`config.mk`:
```
export PLATFORM = sky130hd
export DESIGN_NAME = div_nm_seq_flat
export DESIGN_NICKNAME = d
export VERILOG_FILES = /design/src/rtl/div_nm_seq_if.sv /design/src/rtl/div_nm_seq.sv /design/src/flat_wrapper.sv
export SDC_FILE = /design/constraint.sdc
export NUM_CORES = 1
export LEC_CHECK = 0
export CAP_MARGIN = 20
export CORE_ASPECT_RATIO = 1.1
export CORE_MARGIN = 5
export CORE_UTILIZATION = 30
export DETAILED_ROUTE_END_ITERATION = 8
export PLACE_DENSITY = 0.59
export SETUP_SLACK_MARGIN = 0.15
export SYNTH_ARGS = -nofsm -noshare
export SYNTH_HDL_FRONTEND = slang
export SYNTH_SLANG_ARGS = --single-unit
```
`constraint.sdc`:
```
create_clock -name clk -period 3.8 [get_ports clk]
set_input_delay 1.14 -clock clk [delete_from_list [all_inputs] [get_ports clk]]
set_output_delay 1.14 -clock clk [all_outputs]
set_load 0.01 [all_outputs]
```
`src/rtl/div_nm_seq_if.sv`:
```
// Start/busy/done handshake bundle for the sequential N+M by M divider.
interface div_nm_seq_if #(
  parameter int N = 4,
  parameter int M = 5
);
  logic             start;
  logic [N+M-1:0]   Dividend;
  logic [M-1:0]     Divisor;
  logic             busy;
  logic             done;
  logic [N+M-1:0]   Q;
  logic [M-1:0]     R;
  logic             dbz;
  logic             ovf;

  modport master (
    output start, Dividend, Divisor,
    input  busy, done, Q, R, dbz, ovf
  );

  modport slave (
    input  start, Dividend, Divisor,
    output busy, done, Q, R, dbz, ovf
  );
endinterface

```
`src/rtl/div_nm_seq.sv`:
```
// Sequential restoring divider: W=N+M bit dividend by M bit divisor, one bit per clock.
// Define DIV_NM_SIGNED_EN for two's-complement operands; otherwise operands are unsigned.
module div_nm_seq #(
  parameter int N = 4,
  parameter int M = 5
) (
  input  logic         clk,
  input  logic         rst_n,
  div_nm_seq_if.slave  bus
);
  localparam int W  = N + M;
  localparam int CW = (W > 1) ? $clog2(W) : 1;

  typedef enum logic [1:0] {IDLE, CALC, FIX} state_t;

  state_t          state;
  logic [M:0]      acc;
  logic [W-1:0]    quo;
  logic [M-1:0]    dvs;
  logic [CW-1:0]   cnt;
  logic            busy_r;
  logic            done_r;
  logic [W-1:0]    q_r;
  logic [M-1:0]    r_r;
  logic            dbz_r;
  logic            ovf_r;

  logic [W-1:0]    dend_mag;
  logic [M-1:0]    dvs_mag;
  logic [M+1:0]    shifted;
  logic [M+1:0]    diff;
  logic            keep;
  logic [W-1:0]    q_fix;
  logic [M-1:0]    r_fix;

`ifdef DIV_NM_SIGNED_EN
  logic neg_q;
  logic neg_r;
  logic ovf_case;

  // The most negative dividend has a magnitude that still fits W bits unsigned.
  assign dend_mag = bus.Dividend[W-1] ? -bus.Dividend : bus.Dividend;
  assign dvs_mag  = bus.Divisor[M-1]  ? -bus.Divisor  : bus.Divisor;
  assign q_fix    = neg_q ? -quo : quo;
  assign r_fix    = neg_r ? -acc[M-1:0] : acc[M-1:0];
`else
  assign dend_mag = bus.Dividend;
  assign dvs_mag  = bus.Divisor;
  assign q_fix    = quo;
  assign r_fix    = acc[M-1:0];
`endif

  // Shift the next dividend bit into the partial remainder and trial-subtract.
  assign shifted = {acc, quo[W-1]};
  assign diff    = shifted - {2'b00, dvs};
  assign keep    = ~diff[M+1];

  always_ff @(posedge clk or negedge rst_n) begin
    if (!rst_n) begin
      state  <= IDLE;
      acc    <= '0;
      quo    <= '0;
      dvs    <= '0;
      cnt    <= '0;
      busy_r <= 1'b0;
      done_r <= 1'b0;
      q_r    <= '0;
      r_r    <= '0;
      dbz_r  <= 1'b0;
      ovf_r  <= 1'b0;
`ifdef DIV_NM_SIGNED_EN
      neg_q    <= 1'b0;
      neg_r    <= 1'b0;
      ovf_case <= 1'b0;
`endif
    end else begin
      done_r <= 1'b0;
      case (state)
        IDLE: begin
          if (bus.start) begin
            acc    <= '0;
            quo    <= dend_mag;
            dvs    <= dvs_mag;
            cnt    <= CW'(W - 1);
            busy_r <= 1'b1;
            state  <= CALC;
`ifdef DIV_NM_SIGNED_EN
            neg_q    <= bus.Dividend[W-1] ^ bus.Divisor[M-1];
            neg_r    <= bus.Dividend[W-1];
            ovf_case <= (bus.Dividend == {1'b1, {(W-1){1'b0}}}) && (bus.Divisor == '1);
`endif
          end
        end
        CALC: begin
          acc <= keep ? diff[M:0] : shifted[M:0];
          quo <= {quo[W-2:0], keep};
          if (cnt == '0) begin
            state <= FIX;
          end else begin
            cnt <= cnt - 1'b1;
          end
        end
        FIX: begin
          // A zero divisor overrides whatever the iteration produced.
          if (dvs == '0) begin
            q_r   <= '1;
            r_r   <= '0;
            dbz_r <= 1'b1;
            ovf_r <= 1'b0;
          end else begin
            q_r   <= q_fix;
            r_r   <= r_fix;
            dbz_r <= 1'b0;
`ifdef DIV_NM_SIGNED_EN
            ovf_r <= ovf_case;
`else
            ovf_r <= 1'b0;
`endif
          end
          done_r <= 1'b1;
          busy_r <= 1'b0;
          state  <= IDLE;
        end
        default: begin
          state <= IDLE;
        end
      endcase
    end
  end

  assign bus.busy = busy_r;
  assign bus.done = done_r;
  assign bus.Q    = q_r;
  assign bus.R    = r_r;
  assign bus.dbz  = dbz_r;
  assign bus.ovf  = ovf_r;
endmodule

```
`src/flat_wrapper.sv`:
```
// flat-port wrapper written by rule: the top's interface ports become plain ports
module div_nm_seq_flat 
#(
  parameter int N = 4,
  parameter int M = 5
)
  (clk, rst_n, bus_start, bus_Dividend, bus_Divisor, bus_busy, bus_done, bus_Q, bus_R, bus_dbz, bus_ovf);
  div_nm_seq_if #(.N(N), .M(M)) bus_i ();
  input  logic clk;
  input  logic rst_n;
  input wire logic [$bits(bus_i.start)-1:0] bus_start;
  input wire logic [$bits(bus_i.Dividend)-1:0] bus_Dividend;
  input wire logic [$bits(bus_i.Divisor)-1:0] bus_Divisor;
  output wire logic [$bits(bus_i.busy)-1:0] bus_busy;
  output wire logic [$bits(bus_i.done)-1:0] bus_done;
  output wire logic [$bits(bus_i.Q)-1:0] bus_Q;
  output wire logic [$bits(bus_i.R)-1:0] bus_R;
  output wire logic [$bits(bus_i.dbz)-1:0] bus_dbz;
  output wire logic [$bits(bus_i.ovf)-1:0] bus_ovf;
  assign bus_i.start = bus_start;
  assign bus_i.Dividend = bus_Dividend;
  assign bus_i.Divisor = bus_Divisor;
  assign bus_busy = bus_i.busy;
  assign bus_done = bus_i.done;
  assign bus_Q = bus_i.Q;
  assign bus_R = bus_i.R;
  assign bus_dbz = bus_i.dbz;
  assign bus_ovf = bus_i.ovf;
  div_nm_seq #(.N(N), .M(M)) u_core (.clk(clk), .rst_n(rst_n), .bus(bus_i));
endmodule
```
==> reports/summary.txt <==
=================================================================================
Initial antenna violation count                                                 0
Leakage power of the design                                            0.00115 uW
Avg Cell Area, Syn                                                       9.44 um2
Antenna-violating nets left                                                     0
Detailed Route Iter0 Violations                                                90
Arrival time of data at the critical path endpoint                        1210 ps
Required time reported for the critical path endpoint                     2660 ps
Number of nets in the final layout                                            281
Flops & latches, synth                                                         43
Maximum buffer depth of the clock tree                                          2
Crit path max-delay family                                           buffers and inverters
Sum of buffers and inverters on the critical path                               1
Min cycle time layout                                                     2350 ps
Capturing element type of the critical path                          primary output
Number of cells produced by synthesis                                         223
Core box area                                                            6930 um2
Max Clock Skew                                                            2.56 ps
Number of distinct library cells after synthesis                               42
Fraction of final layout cells sized beyond drive strength 1                6.23%
Post-synth top area share                                                   51.1%
H-tree level count                                                              2
Crit start category                                                     flip-flop
Routability congestion estimate from global placement                       0.822
CTS Sinks                                                                      43
TritonCTS clock tree                                                        built
Worst r2r path cells                                                            8
CTS Root Cell                                                        sky130_fd_sc_hd__clkbuf_8
Worst reg2reg startpoint                                             u_core.q_fix[8]
Final cycle utilization of the critical path                                61.7%
PD cells                                                               850 nW/um2
RSZ-0062 raised after global routing                                           no
Remaining max-slew budget at the tightest pin                               35.8%
Final worst setup slack                                                   1450 ps
Routed Wire Length                                                        4670 um
Fillers                                                                       711
Max Clk Rate                                                              426 MHz
Class of the most critical hold timing path                            reg -> reg
Initial core utilization                                                    30.4%
Pins over their slew limit                                                      0
Row count                                                                      32
Setup repair bufs after CTS                                                     0
Critical path class                                                    reg -> out
Number of remaining DRC errors                                                  0
Terminating pin of the worst hold path                               u_core.bus.dbz
Clock Latency Late Sink                                                    290 ps
Final Hold Vio Count                                                            0
Routed via count divided by cell count                                       4.74
Setup-failing EPs final                                                         0
Hold path startpoint                                                 u_core.bus.dbz
Routed WL per cell                                                        13.7 um
Worst R2R Setup Slack                                                     1540 ps
Share of the yosys chip area belonging to registers                         51.1%
Synth-to-layout area growth                                                 24.0%
Actual transition at the worst max-transition pin                          963 ps
Total standard cell area after synthesis                                 2100 um2
Wire length of the first global-routing pass                              8000 um
Count of maximum capacitance violations                                         0
Highest cell delay on the worst timing path                                540 ps
CP max stage cell                                                    sky130_fd_sc_hd__clkdlybuf4s50_1
Global router's overall resource usage                                      11.1%
Number of global-route vias before repair                                    1643
Die width                                                                 89.9 um
Setup slack at placement                                                  1170 ps
Cell types occupying the most area after synthesis                   sky130_fd_sc_hd__dfrtp_1, sky130_fd_sc_hd__nand2_1, sky130_fd_sc_hd__mux2i_1, sky130_fd_sc_hd__ha_1, sky130_fd_sc_hd__o21ai_0
Total number of vias                                                         1622
Cell breakdown of the critical path                                  clkdlybuf4s50_1
Dominant register cell in the synthesized netlist                    sky130_fd_sc_hd__dfrtp_1
Pin count of the biggest net entering global routing                           44
Quantity of hold-fixing buffers added after cts                                 0
Critical path peak fanout                                                       2
Worst hold path stage count                                                     2
Floorplan die area                                                       8790 um2
# resized after CTS                                                             0
Number of buffers added on ports                                               33
Library cell occupying the most area in the post-synthesis netlist   sky130_fd_sc_hd__dfrtp_1
Async SR Flop Fraction                                                       100%
Antenna Cells                                                                   0
Total negative slack                                                         0 ps
Number of synthesized flops with an enable pin                                  0
Detailed-placement wirelength estimate                                    3280 um
Synthesized netlist net count                                                 248
Top-Level Pins                                                                 35
Result of the run                                                    finished clean
Sum of overflow across all layers after global routing                          0
Number of buffers created by CTS                                                5
Clock Pin Slew Worst Setup and Hold Paths                                   80 ps
Final design utilization                                                    37.7%
Total of warnings raised by yosys                                               0
Maximum resistive drop on vdd                                          0.000483 V
Chip height                                                               97.8 um
Pre-antenna DRT Iters                                                           4
RR Endpoint                                                          u_core.acc[0]
=================================================================================
[worst max path at each step]
stage | startpoint | to | slack [ps] | cells after the start
floorplan | u_core.q_fix[8] | u_core.acc[0] | 1760 | 8
global placement | bus_start | u_core.acc[4] | 1180 | 5
detailed placement | bus_start | u_core.acc[4] | 1170 | 5
CTS | u_core.bus.Q[4] | bus_Q[4] | 1440 | 1
global route | u_core.q_fix[8] | u_core.acc[4] | 1370 | 8
finish | u_core.bus.Q[4] | bus_Q[4] | 1450 | 1
[power breakdown]
group / switching (uW) / leakage [uW] / internal [uW] / total [uW]
Clock: 157 / 0.0000515 / 166 / 323
Combinational: 552 / 0.000560 / 530 / 1080
Sequential: 157 / 0.000540 / 655 / 812
[worst min-delay path: cells and delay by family (launching register included)]
family        cells  cell delay (ps)
flops             1              350
simple gates      2              100
[per-stage QoR]
step / total power [uW] / instance area (um2) / std cells / hold slack (ps)
2_1_floorplan: 1590 / 2100 / 223 / 462
3_3_place_gp: 1880 / 2510 / 334 / 464
3_5_place_dp: 1910 / 2510 / 334 / 467
4_1_cts: 2240 / 2610 / 342 / 488
5_1_grt: 2430 / 2610 / 342 / 525
6_report: 2220 / 2610 / 342 / 484
[cells in the mapped netlist (2+ instances only)]
cell type,instances
sky130_fd_sc_hd__mux2i_1,11
sky130_fd_sc_hd__nor2_1,12
sky130_fd_sc_hd__nor4_1,2
sky130_fd_sc_hd__dfrtp_1,43
sky130_fd_sc_hd__clkbuf_1,5
sky130_fd_sc_hd__nand2_1,56
sky130_fd_sc_hd__inv_1,11
sky130_fd_sc_hd__o21ai_0,15
sky130_fd_sc_hd__o22ai_1,3
sky130_fd_sc_hd__nand3_1,9
sky130_fd_sc_hd__buf_4,2
sky130_fd_sc_hd__nor2b_1,2
sky130_fd_sc_hd__xnor2_1,3
sky130_fd_sc_hd__nor3_1,2
sky130_fd_sc_hd__nand2b_1,3
sky130_fd_sc_hd__ha_1,7
sky130_fd_sc_hd__a21oi_1,12
[routing by layer]
layer  GRT usage, %  routed length, um  vias up
li1               -                  -      818
met5              0                  0        -
met4           4.70                 70        0
met3           2.77                204        7
met2           17.1               2230       28
met1           14.8               2170      769
[kinds of logic after synthesis]
logic type | count (synthesis) | share of synthesized area [%]
AOI/OAI and AO/OA | 43 | 13.1
xor gates and xnor gates | 4 | 1.66
adders and majority gates | 8 | 5.11
buffers and inverters | 20 | 3.98
DFF | 43 | 51.1
muxes | 12 | 5.77
other | 1 | 0.178
and+or+nand+nor | 92 | 19.0
[registers in the layout (all words and copies together) (netlist names)]
register / count
u_core.dvs: 5
u_core.cnt: 4
u_core.bus.dbz: 1
u_core.acc: 6
u_core.bus.busy: 1
u_core.bus.Q: 9
u_core.bus.R: 5
u_core.bus.done: 1
u_core.q_fix: 9
u_core.state: 2
[cell usage in the layout (no fill, tap or decap), types with 2 or more instances in the layout]
master	count
sky130_fd_sc_hd__nor2_1	12
sky130_fd_sc_hd__xnor2_1	3
sky130_fd_sc_hd__mux2i_1	11
sky130_fd_sc_hd__a21oi_1	12
sky130_fd_sc_hd__nor2b_1	2
sky130_fd_sc_hd__clkdlybuf4s50_1	32
sky130_fd_sc_hd__nor3_1	2
sky130_fd_sc_hd__nand2b_1	3
sky130_fd_sc_hd__o21ai_0	15
sky130_fd_sc_hd__nor4_1	2
sky130_fd_sc_hd__ha_1	7
sky130_fd_sc_hd__dfrtp_1	43
sky130_fd_sc_hd__nand2_1	56
sky130_fd_sc_hd__o22ai_1	3
sky130_fd_sc_hd__buf_4	2
sky130_fd_sc_hd__nand3_1	9
sky130_fd_sc_hd__inv_1	11
sky130_fd_sc_hd__clkbuf_8	7
[final cells by class]
class                   instances  area [um2]  area share (%)
flip-flops and latches         43        1080            41.2
multi-input cells             160         945            36.2
repair buffers                 35         340            13.0
well taps                      85         106            4.08
clock buffers                   8         100            3.84
inverters                      11        41.3            1.58
No activity file was read; power rests on OpenSTA's default activity.
